**config.mk**
```make
export PLATFORM = sky130hd
export DESIGN_NAME = imem_boot_loader
export DESIGN_NICKNAME = d
export VERILOG_FILES = /design/src/rtl/imem_boot_loader.sv
export SDC_FILE = /design/constraint.sdc
export NUM_CORES = 1
export LEC_CHECK = 0
export CORE_MARGIN = 3
export CORE_UTILIZATION = 45
export CTS_BUF_LIST = sky130_fd_sc_hd__clkbuf_8
export DETAILED_ROUTE_END_ITERATION = 10
export PLACE_DENSITY = 0.75
export REMOVE_ABC_BUFFERS = 1
export SLEW_MARGIN = 10
export SYNTH_ARGS = -nofsm -noshare
export SYNTH_HDL_FRONTEND = slang
export SYNTH_SLANG_ARGS = --single-unit
```
**constraint.sdc**
```tcl
create_clock -name clock -period 2.87 [get_ports clock]
set_clock_uncertainty 0.15 [all_clocks]
set_input_delay 0.574 -clock clock [delete_from_list [all_inputs] [get_ports clock]]
set_output_delay 0.574 -clock clock [all_outputs]
set_load 0.05 [all_outputs]
```
**src/rtl/imem_boot_loader.sv**
```systemverilog
// -----------------------------------------------------------------------------
// imem_boot_loader
//
// Boot sequencer for the pipelined RV32I core. While loading, the core is held
// in reset and program words arrive over a valid/ready handshake. Each accepted
// word is written into instruction RAM as four big-endian bytes (bits [31:24]
// land at byte address 4n). Once the word flagged as last has been written,
// core_reset is held for RESET_HOLD more cycles and then released.
//
// Parameters
//   ADDR_WIDTH  byte-address width of instruction RAM
//   MAX_WORDS   capacity in words (MAX_WORDS*4 must fit in 2**ADDR_WIDTH)
//   RESET_HOLD  cycles core_reset stays high after the last byte write (>= 1)
//
// Ports
//   clock         system clock, all logic on the rising edge
//   reset         synchronous, active-high
//   start         one-cycle pulse: begin (re)load from IDLE, RUN or ERROR
//   word_valid    word_data / word_last are valid
//   word_data     program word
//   word_last     marks the final word of the program
//   word_ready    loader accepts a word this cycle (decoded from state only)
//   imem_we       instruction RAM byte write enable
//   imem_addr     instruction RAM byte address
//   imem_wdata    instruction RAM byte data
//   core_reset    reset to the core (active-high)
//   core_mem_en   memory enable to the core
//   busy          high while accepting, writing or holding
//   done          high once the core is running
//   error         high after a capacity overflow, until start or reset
//   words_loaded  words fully written during the current load
// -----------------------------------------------------------------------------
module imem_boot_loader #(
  parameter  int ADDR_WIDTH = 10,
  parameter  int MAX_WORDS  = 256,
  parameter  int RESET_HOLD = 4,
  localparam int WL_W       = $clog2(MAX_WORDS + 1),
  localparam int HC_W       = (RESET_HOLD > 1) ? $clog2(RESET_HOLD) : 1
) (
  input  logic                  clock,
  input  logic                  reset,
  input  logic                  start,
  input  logic                  word_valid,
  input  logic [31:0]           word_data,
  input  logic                  word_last,
  output logic                  word_ready,
  output logic                  imem_we,
  output logic [ADDR_WIDTH-1:0] imem_addr,
  output logic [7:0]            imem_wdata,
  output logic                  core_reset,
  output logic                  core_mem_en,
  output logic                  busy,
  output logic                  done,
  output logic                  error,
  output logic [WL_W-1:0]       words_loaded
);

  typedef enum logic [2:0] {
    S_IDLE,
    S_ACCEPT,
    S_WRITE,
    S_HOLD,
    S_RUN,
    S_ERROR
  } state_t;

  state_t                  state_reg;

  // Only the three lower bytes of the word need storing: the top byte goes
  // straight from word_data to imem_wdata on the handshake edge. The rest is
  // shifted up one byte per write so the next byte is always at [23:16].
  logic [23:0]             word_reg;
  logic                    last_reg;
  logic [1:0]              byte_idx_reg;
  logic [HC_W-1:0]         hold_cnt_reg;

  logic                    imem_we_reg;
  logic [ADDR_WIDTH-1:0]   imem_addr_reg;
  logic [7:0]              imem_wdata_reg;
  logic                    core_reset_reg;
  logic                    core_mem_en_reg;
  logic                    busy_reg;
  logic                    done_reg;
  logic                    error_reg;
  logic [WL_W-1:0]         words_loaded_reg;

  // The number of completed words doubles as the word index: the byte address
  // of the next word is simply words_loaded*4.
  logic [WL_W+1:0]         word_byte_base;
  assign word_byte_base = {words_loaded_reg, 2'b00};

  always_ff @(posedge clock) begin
    if (reset) begin
      state_reg        <= S_IDLE;
      word_reg         <= '0;
      last_reg         <= 1'b0;
      byte_idx_reg     <= '0;
      hold_cnt_reg     <= '0;
      imem_we_reg      <= 1'b0;
      imem_addr_reg    <= '0;
      imem_wdata_reg   <= '0;
      core_reset_reg   <= 1'b1;
      core_mem_en_reg  <= 1'b0;
      busy_reg         <= 1'b0;
      done_reg         <= 1'b0;
      error_reg        <= 1'b0;
      words_loaded_reg <= '0;
    end else begin
      case (state_reg)
        S_IDLE: begin
          words_loaded_reg <= '0;
          core_reset_reg   <= 1'b1;
          core_mem_en_reg  <= 1'b0;
          if (start) begin
            state_reg <= S_ACCEPT;
            busy_reg  <= 1'b1;
          end
        end

        S_ACCEPT: begin
          // word_ready is high for the whole of this state, so valid alone
          // completes the handshake.
          if (word_valid) begin
            word_reg       <= word_data[23:0];
            last_reg       <= word_last;
            byte_idx_reg   <= '0;
            imem_we_reg    <= 1'b1;
            imem_addr_reg  <= ADDR_WIDTH'(word_byte_base);
            imem_wdata_reg <= word_data[31:24];
            state_reg      <= S_WRITE;
          end
        end

        S_WRITE: begin
          // byte_idx_reg names the byte currently on the RAM port.
          if (byte_idx_reg != 2'd3) begin
            byte_idx_reg   <= byte_idx_reg + 2'd1;
            imem_addr_reg  <= imem_addr_reg + ADDR_WIDTH'(1);
            imem_wdata_reg <= word_reg[23:16];
            word_reg       <= {word_reg[15:0], 8'h00};
          end else begin
            imem_we_reg      <= 1'b0;
            words_loaded_reg <= words_loaded_reg + WL_W'(1);
            if (last_reg) begin
              // A last flag on the word that fills the RAM still counts as a
              // clean finish, so it is checked before capacity.
              state_reg       <= S_HOLD;
              hold_cnt_reg    <= '0;
              core_mem_en_reg <= 1'b1;
            end else if (words_loaded_reg + WL_W'(1) == WL_W'(MAX_WORDS)) begin
              state_reg <= S_ERROR;
              busy_reg  <= 1'b0;
              error_reg <= 1'b1;
            end else begin
              state_reg <= S_ACCEPT;
            end
          end
        end

        S_HOLD: begin
          if (hold_cnt_reg == HC_W'(RESET_HOLD - 1)) begin
            state_reg      <= S_RUN;
            core_reset_reg <= 1'b0;
            busy_reg       <= 1'b0;
            done_reg       <= 1'b1;
          end else begin
            hold_cnt_reg <= hold_cnt_reg + HC_W'(1);
          end
        end

        S_RUN: begin
          if (start) begin
            state_reg        <= S_ACCEPT;
            words_loaded_reg <= '0;
            core_reset_reg   <= 1'b1;
            core_mem_en_reg  <= 1'b0;
            done_reg         <= 1'b0;
            busy_reg         <= 1'b1;
          end
        end

        S_ERROR: begin
          if (start) begin
            state_reg        <= S_ACCEPT;
            words_loaded_reg <= '0;
            error_reg        <= 1'b0;
            busy_reg         <= 1'b1;
          end
        end

        default: begin
          state_reg <= S_IDLE;
        end
      endcase
    end
  end

  // Decoded from state only so the source may wait on ready before raising
  // valid without creating a combinational loop.
  assign word_ready   = (state_reg == S_ACCEPT);

  assign imem_we      = imem_we_reg;
  assign imem_addr    = imem_addr_reg;
  assign imem_wdata   = imem_wdata_reg;
  assign core_reset   = core_reset_reg;
  assign core_mem_en  = core_mem_en_reg;
  assign busy         = busy_reg;
  assign done         = done_reg;
  assign error        = error_reg;
  assign words_loaded = words_loaded_reg;

endmodule

```
==> flow_metrics.py, run 1 <==
metrics = {
    "sta": {
        "max_freq_ghz": 0.403,
        "tightest_slew_ps": 813,
        "slew_violations": 0,
        "finalSetupViolCount": 0,
        "tns_ps": 0,
        "final_hold_viol_count": 0,
        "rsz0062_at_grt": "false",
        "period_minus_slack_ps": 2480,
        "finalCritPeriodShare_pct": 86.4,
        "slew_headroom_pct": 45.0,
    },
    "clocking": {
        "insertion_delay_ps": 340,
        "h-tree-depth": 3,
        "post-cts-setup-buffer-count": 0,
        "cts_hold_buf": 0,
        "cts_tree": "done",
        "clk_pin_slew_worst_paths_ps": 70,
        "cts.sinks": 65,
        "cts_resized": 0,
        "cts_inserted_buffers": 9,
        "root_buffer": "clkbuf_8",
        "clockBufferDepth": 2,
    },
    "global_route": {
        "grt_use_total_pct": 19.6,
        "grt_max_degree": 71,
        "grt_antenna_before_repair": 0,
        "grt_pass1_wl_mm": 13.6,
        "grt_pass1_vias": 2902,
        "grt_remaining_overflow": 0,
    },
    "synth": {
        "synthTopCellsByArea": "dfxtp_1 (40%), nand2_1 (9.5%), a311oi_1 (6.8%)",
        "synth_warnings": 0,
        "syn_avg_cell_area_sq_um": 7.74,
        "synth_flop_cell": "dfxtp_1",
        "synth_edf_count": 0,
        "ys_async_sr_fraction_pct": 0,
        "yosysUniqueCellTypes": 48,
        "syn_area_sq_um": 3210,
        "synth_area_leader_cell": "dfxtp_1",
        "synth_seq_area_share_pct": 40.5,
        "synth_seq_cells": 65,
        "synth_top_area_share_pct": 40.5,
        "synthCells": 415,
    },
    "power_and_ir_drop": {
        "switchingPower_mw": 1.31,
        "intPower_mw": 2.08,
        "p_leak_nw": 1.49,
        "seq_power_share_pct": 35.9,
        "ir_worst_vdd_v": 0.000464,
        "p_per_area_nw_per_um2": 807,
        "power_frac_comb_pct": 38.0,
        "clkPwrFrac_pct": 26.1,
        "p_sw_share_pct": 38.7,
        "p_total_mw": 3.40,
    },
    "placed_design": {
        "dp_hpwl_mm": 5.37,
        "dp.cells": 557,
        "place_area_sq_um": 3980,
        "port_buffers": 70,
        "gp_congestion": 0.870,
    },
    "setup_path": {
        "path_max_fanout": 12,
        "worst_r2r_startpoint": "state_reg[2]",
        "crit_required_ps": 2150,
        "critPathSlowestCell": "clkdlybuf4s50_1",
        "crit_family": "buffers and inverters",
        "worstSetupPathType": "reg2out",
        "cp.arrival_ps": 1760,
        "path_cells": "clkdlybuf4s50_1",
        "setup.worst_path.start_class": "flip-flop",
        "path_buf_inv": 1,
        "slowest_delay_ps": 880,
        "worstSetupStartpoint": "words_loaded[2]",
        "cp-end-kind": "output port",
    },
    "detailed_routing": {
        "routedWlPerCell_microns": 14.0,
        "viasPerCell": 5.60,
        "remaining_drc_errors": 0,
        "drtIter0Drc": 192,
        "postRouteAntennaNets": 0,
        "dr.pass1.iters": 4,
        "vias": 3208,
        "routed_wirelength_mm": 8.00,
    },
    "finish": {
        "area_growth_pct": 31.0,
        "stdcell_area_sq_um": 4210,
        "drive_above_1_share_pct": 6.92,
        "nets": 514,
        "multiInputGateArea_sq_um": 1770,
        "largest_register_ffs": 24,
        "fillers": 623,
        "seqCellArea_sq_um": 1300,
        "antennaDiodeCount": 0,
        "final_core_util_pct": 61.3,
        "instances_no_fill": 573,
    },
    "outcome": {
        "status": "finished, final reports clean",
    },
    "min_path": {
        "min_from": "core_reset",
        "hold_path_class": "reg2reg",
    },
    "floorplan": {
        "core_sq_um": 6870,
        "row_count": 30,
        "dieArea_sq_um": 8190,
        "die_h_microns": 90.5,
        "dieWidth_microns": 90.5,
        "ios": 71,
        "start_util_pct": 46.8,
    },
    "run": {
        "maxCapViolations": 0,
    },
}
-- worst reg2reg max path: stages (launching register included) --
cell     delay (ps)
dfxtp_1         490
nor3b_4         350
buf_4           330
nand2_1         310
or4b_1          580
a21oi_1         140
-- final timing paths --
kind | end | slack (ps) | cells after the start
max | words_loaded[2] | 390 | 1
min | core_reset | 300 | 2
max reg2reg | words_loaded[4] | 450 | 5
min reg2reg | core_reset | 300 | 2
-- layout make-up --
type	count	share of cell area [%]
multi-input cells	312	42.0
inverters	5	0.446
clock buffers	10	3.27
clock inverters	6	2.17
well taps	96	2.85
flip-flops and latches	65	30.9
repair buffers	79	18.4
-- metrics by stage --
| step | hold slack, ps | setup slack (ps) |
|---|---|---|
| 6_report | 299 | 389 |
| 2_1_floorplan | 276 | -537 |
| 3_5_place_dp | 291 | 156 |
| 5_1_grt | 327 | 270 |
| 4_1_cts | 304 | 384 |
| 3_3_place_gp | 284 | 314 |
-- power by group through the flow --
stage,clock [mW],combinational (mW),sequential (mW)
2_1_floorplan,0,0.629,1.46
3_3_place_gp,0,1.26,1.23
3_5_place_dp,0,1.29,1.24
4_1_cts,0.903,1.29,1.22
5_1_grt,0.936,1.40,1.25
6_report,0.886,1.29,1.22
-- cell usage after synthesis (2+ instances only) --
cell,count
or3_1,7
o21ai_1,8
or3b_1,3
o211ai_1,3
nor2_1,44
nand2b_1,2
nand4b_1,2
a32oi_1,2
o21ai_0,7
o31ai_1,2
ha_1,5
nand2_1,81
nor3_1,7
and3_1,5
nor2b_1,5
nand3b_1,5
clkbuf_1,23
a311oi_1,25
inv_1,5
or4b_1,2
o21a_1,2
dfxtp_1,65
a31oi_1,5
a211oi_1,6
a21oi_1,38
nand3_1,23
buf_2,9
a21o_1,4
-- logic make-up after synthesis --
group	synth area share, %
mux	0.350
buf+inv	4.91
simple gates	27.5
flops	40.5
compound gates	24.5
xor+xnor	0.273
fa+ha+maj	1.95
-- routing by layer --
| metal | track usage [%] | share of wire, % |
|---|---|---|
| met4 | 6.12 | 0.81 |
| met1 | 26.0 | 46 |
| met2 | 31.4 | 49 |
| met5 | 0 | 0 |
| met3 | 4.75 | 4.4 |
-- cell usage in the layout, fill, tap and decap left out, types with 2 or more instances in the layout --
cell type        synthesis  final
nand2_1                 81     81
clkdlybuf4s50_1          0     68
dfxtp_1                 65     65
nor2_1                  44     44
a21oi_1                 38     38
a311oi_1                25     25
nand3_1                 23     23
clkbuf_8                 0     10
buf_4                    1      9
o21ai_1                  8      8
or3_1                    7      7
nor3_1                   7      7
o21ai_0                  7      7
a211oi_1                 6      6
inv_1                    5      5
nor2b_1                  5      5
nand3b_1                 5      5
and3_1                   5      5
a31oi_1                  5      5
ha_1                     5      5
a21o_1                   4      4
or3b_1                   3      3
o211ai_1                 3      3
clkinv_4                 0      3
o31ai_1                  2      2
nand2b_1                 2      2
or4b_1                   2      2
nand4b_1                 2      2
a32oi_1                  2      2
o21a_1                   2      2
bufinv_16                0      2
Power figures use the tool's default switching activity.
==> run 2, diff against run 1 <==
Settings changed: CTS_CLUSTER_SIZE from default to 8.
==> results of run 2 <==
No change in the layout: final DEF, timing and power equal those of run 1.
==> run 3, diff against run 2 <==
Settings changed: CORE_UTILIZATION 45 to 40, PLACE_DENSITY 0.75 to 0.69, TNS_END_PERCENT from default to 30.
==> run 3 against run 2 <==
Against the previous run:
- global-route usage fell by 1.0 points
- clock power rose by 6.8%
- fmax shrank 0.38%
- die area is 12% higher
- routed wire length increased by 1.9%
- hold slack gained 5.2 ps
==> flow_metrics.py, run 3 (synthesis results as in run 1) <==
metrics = {
    "placed_design": {
        "port_buffers": 70,
        "gp_congestion": 0.874,
        "place_area_sq_um": 4000,
        "dp_hpwl_mm": 5.50,
        "dp.cells": 565,
    },
    "power_and_ir_drop": {
        "p_leak_nw": 1.50,
        "ir_worst_vdd_v": 0.000403,
        "p_per_area_nw_per_um2": 816,
    },
    "min_path": {
        "min_from": "word_reg[5]",
        "hold_path_class": "reg2reg",
    },
    "detailed_routing": {
        "postRouteAntennaNets": 0,
        "dr.pass1.iters": 4,
        "viasPerCell": 5.50,
        "routed_wirelength_mm": 8.15,
        "drtIter0Drc": 189,
        "vias": 3194,
        "routedWlPerCell_microns": 14.0,
        "remaining_drc_errors": 0,
    },
    "floorplan": {
        "die_h_microns": 95.6,
        "start_util_pct": 41.4,
        "row_count": 32,
        "ios": 71,
        "core_sq_um": 7770,
        "dieWidth_microns": 95.6,
        "dieArea_sq_um": 9140,
    },
    "clocking": {
        "cts_inserted_buffers": 9,
        "cts.sinks": 65,
        "cts_resized": 0,
        "post-cts-setup-buffer-count": 0,
        "clk_pin_slew_worst_paths_ps": 70,
        "insertion_delay_ps": 350,
        "root_buffer": "clkbuf_8",
        "cts_tree": "done",
        "h-tree-depth": 3,
        "cts_hold_buf": 0,
        "clockBufferDepth": 2,
    },
    "setup_path": {
        "worstSetupPathType": "reg2out",
        "crit_family": "buffers and inverters",
        "cp-end-kind": "output port",
        "critPathSlowestCell": "clkdlybuf4s50_1",
        "cp.arrival_ps": 1770,
        "slowest_delay_ps": 880,
        "path_max_fanout": 12,
        "path_cells": "clkdlybuf4s50_1",
        "path_buf_inv": 1,
        "worst_r2r_startpoint": "byte_idx_reg[0]",
        "setup.worst_path.start_class": "flip-flop",
        "crit_required_ps": 2150,
        "worstSetupStartpoint": "words_loaded[2]",
    },
    "finish": {
        "antennaDiodeCount": 0,
        "stdcell_area_sq_um": 4250,
        "final_cell_mix": "nand2_1 (81), clkdlybuf4s50_1 (68), dfxtp_1 (65)",
        "nets": 516,
        "area_growth_pct": 32.2,
        "fillers": 732,
        "final_common_cell": "nand2_1",
        "drive_above_1_share_pct": 7.31,
        "largest_register_ffs": 24,
        "final_core_util_pct": 54.7,
        "instances_no_fill": 581,
    },
    "global_route": {
        "grt_pass1_vias": 2968,
        "grt_max_degree": 40,
        "grt_use_total_pct": 18.6,
        "grt_pass1_wl_mm": 13.5,
        "grt_antenna_before_repair": 0,
        "grt_remaining_overflow": 0,
    },
    "sta": {
        "tightest_slew_ps": 810,
        "final_hold_viol_count": 0,
        "slew_headroom_pct": 45.2,
        "max_freq_ghz": 0.402,
        "finalCritPeriodShare_pct": 86.8,
        "finalSetupViolCount": 0,
        "rsz0062_at_grt": "false",
        "hold_ws_ps": 304,
        "slew_violations": 0,
        "period_minus_slack_ps": 2490,
    },
    "run": {
        "maxCapViolations": 0,
    },
    "outcome": {
        "status": "finished, final reports clean",
    },
}
-- run 3: through the flow --
| stage | setup WS (ps) | power, mW | TNS (ps) |
|---|---|---|---|
| finish | 380 | 3.46 | 0 |
| global route | 305 | 3.69 | 0 |
| CTS | 371 | 3.49 | 0 |
| detailed placement | 271 | 2.54 | 0 |
| global placement | 324 | 2.52 | 0 |
| floorplan | -537 | 2.09 | -11670 |
-- run 3: worst paths after layout --
kind	to	slack [ps]	depth (start not counted)
worst max-delay path	words_loaded[2]	380	1
worst min register to register	word_reg[5]	300	2
worst min-delay path	word_reg[5]	300	2
worst max register to register	word_reg[15]	590	6
-- run 3: layer usage --
layer  share of wire, %  vias to the layer above  GRT usage [%]
li1                   -                     1613              -
met1                 46                     1494           23.4
met2                 48                       75           30.1
met3                5.0                       12           4.97
met4                1.4                        0           7.23
met5                  0                        -              0
-- run 3: layout make-up --
type / instances / area (sq um) / share of cell area (%)
Clock buffer: 9 / 124 / 2.92
Inverter: 5 / 18.8 / 0.442
Timing Repair Buffer: 81 / 788 / 18.6
Multi-Input combinational cell: 312 / 1770 / 41.6
Clock inverter: 7 / 119 / 2.80
Tap cell: 102 / 128 / 3.01
Sequential cell: 65 / 1300 / 30.6
-- run 3: power by group --
group | switching (mW) | internal [mW] | total, mW
sequential | 0.125 | 1.09 | 1.21
clock | 0.370 | 0.576 | 0.946
combinational | 0.812 | 0.495 | 1.31
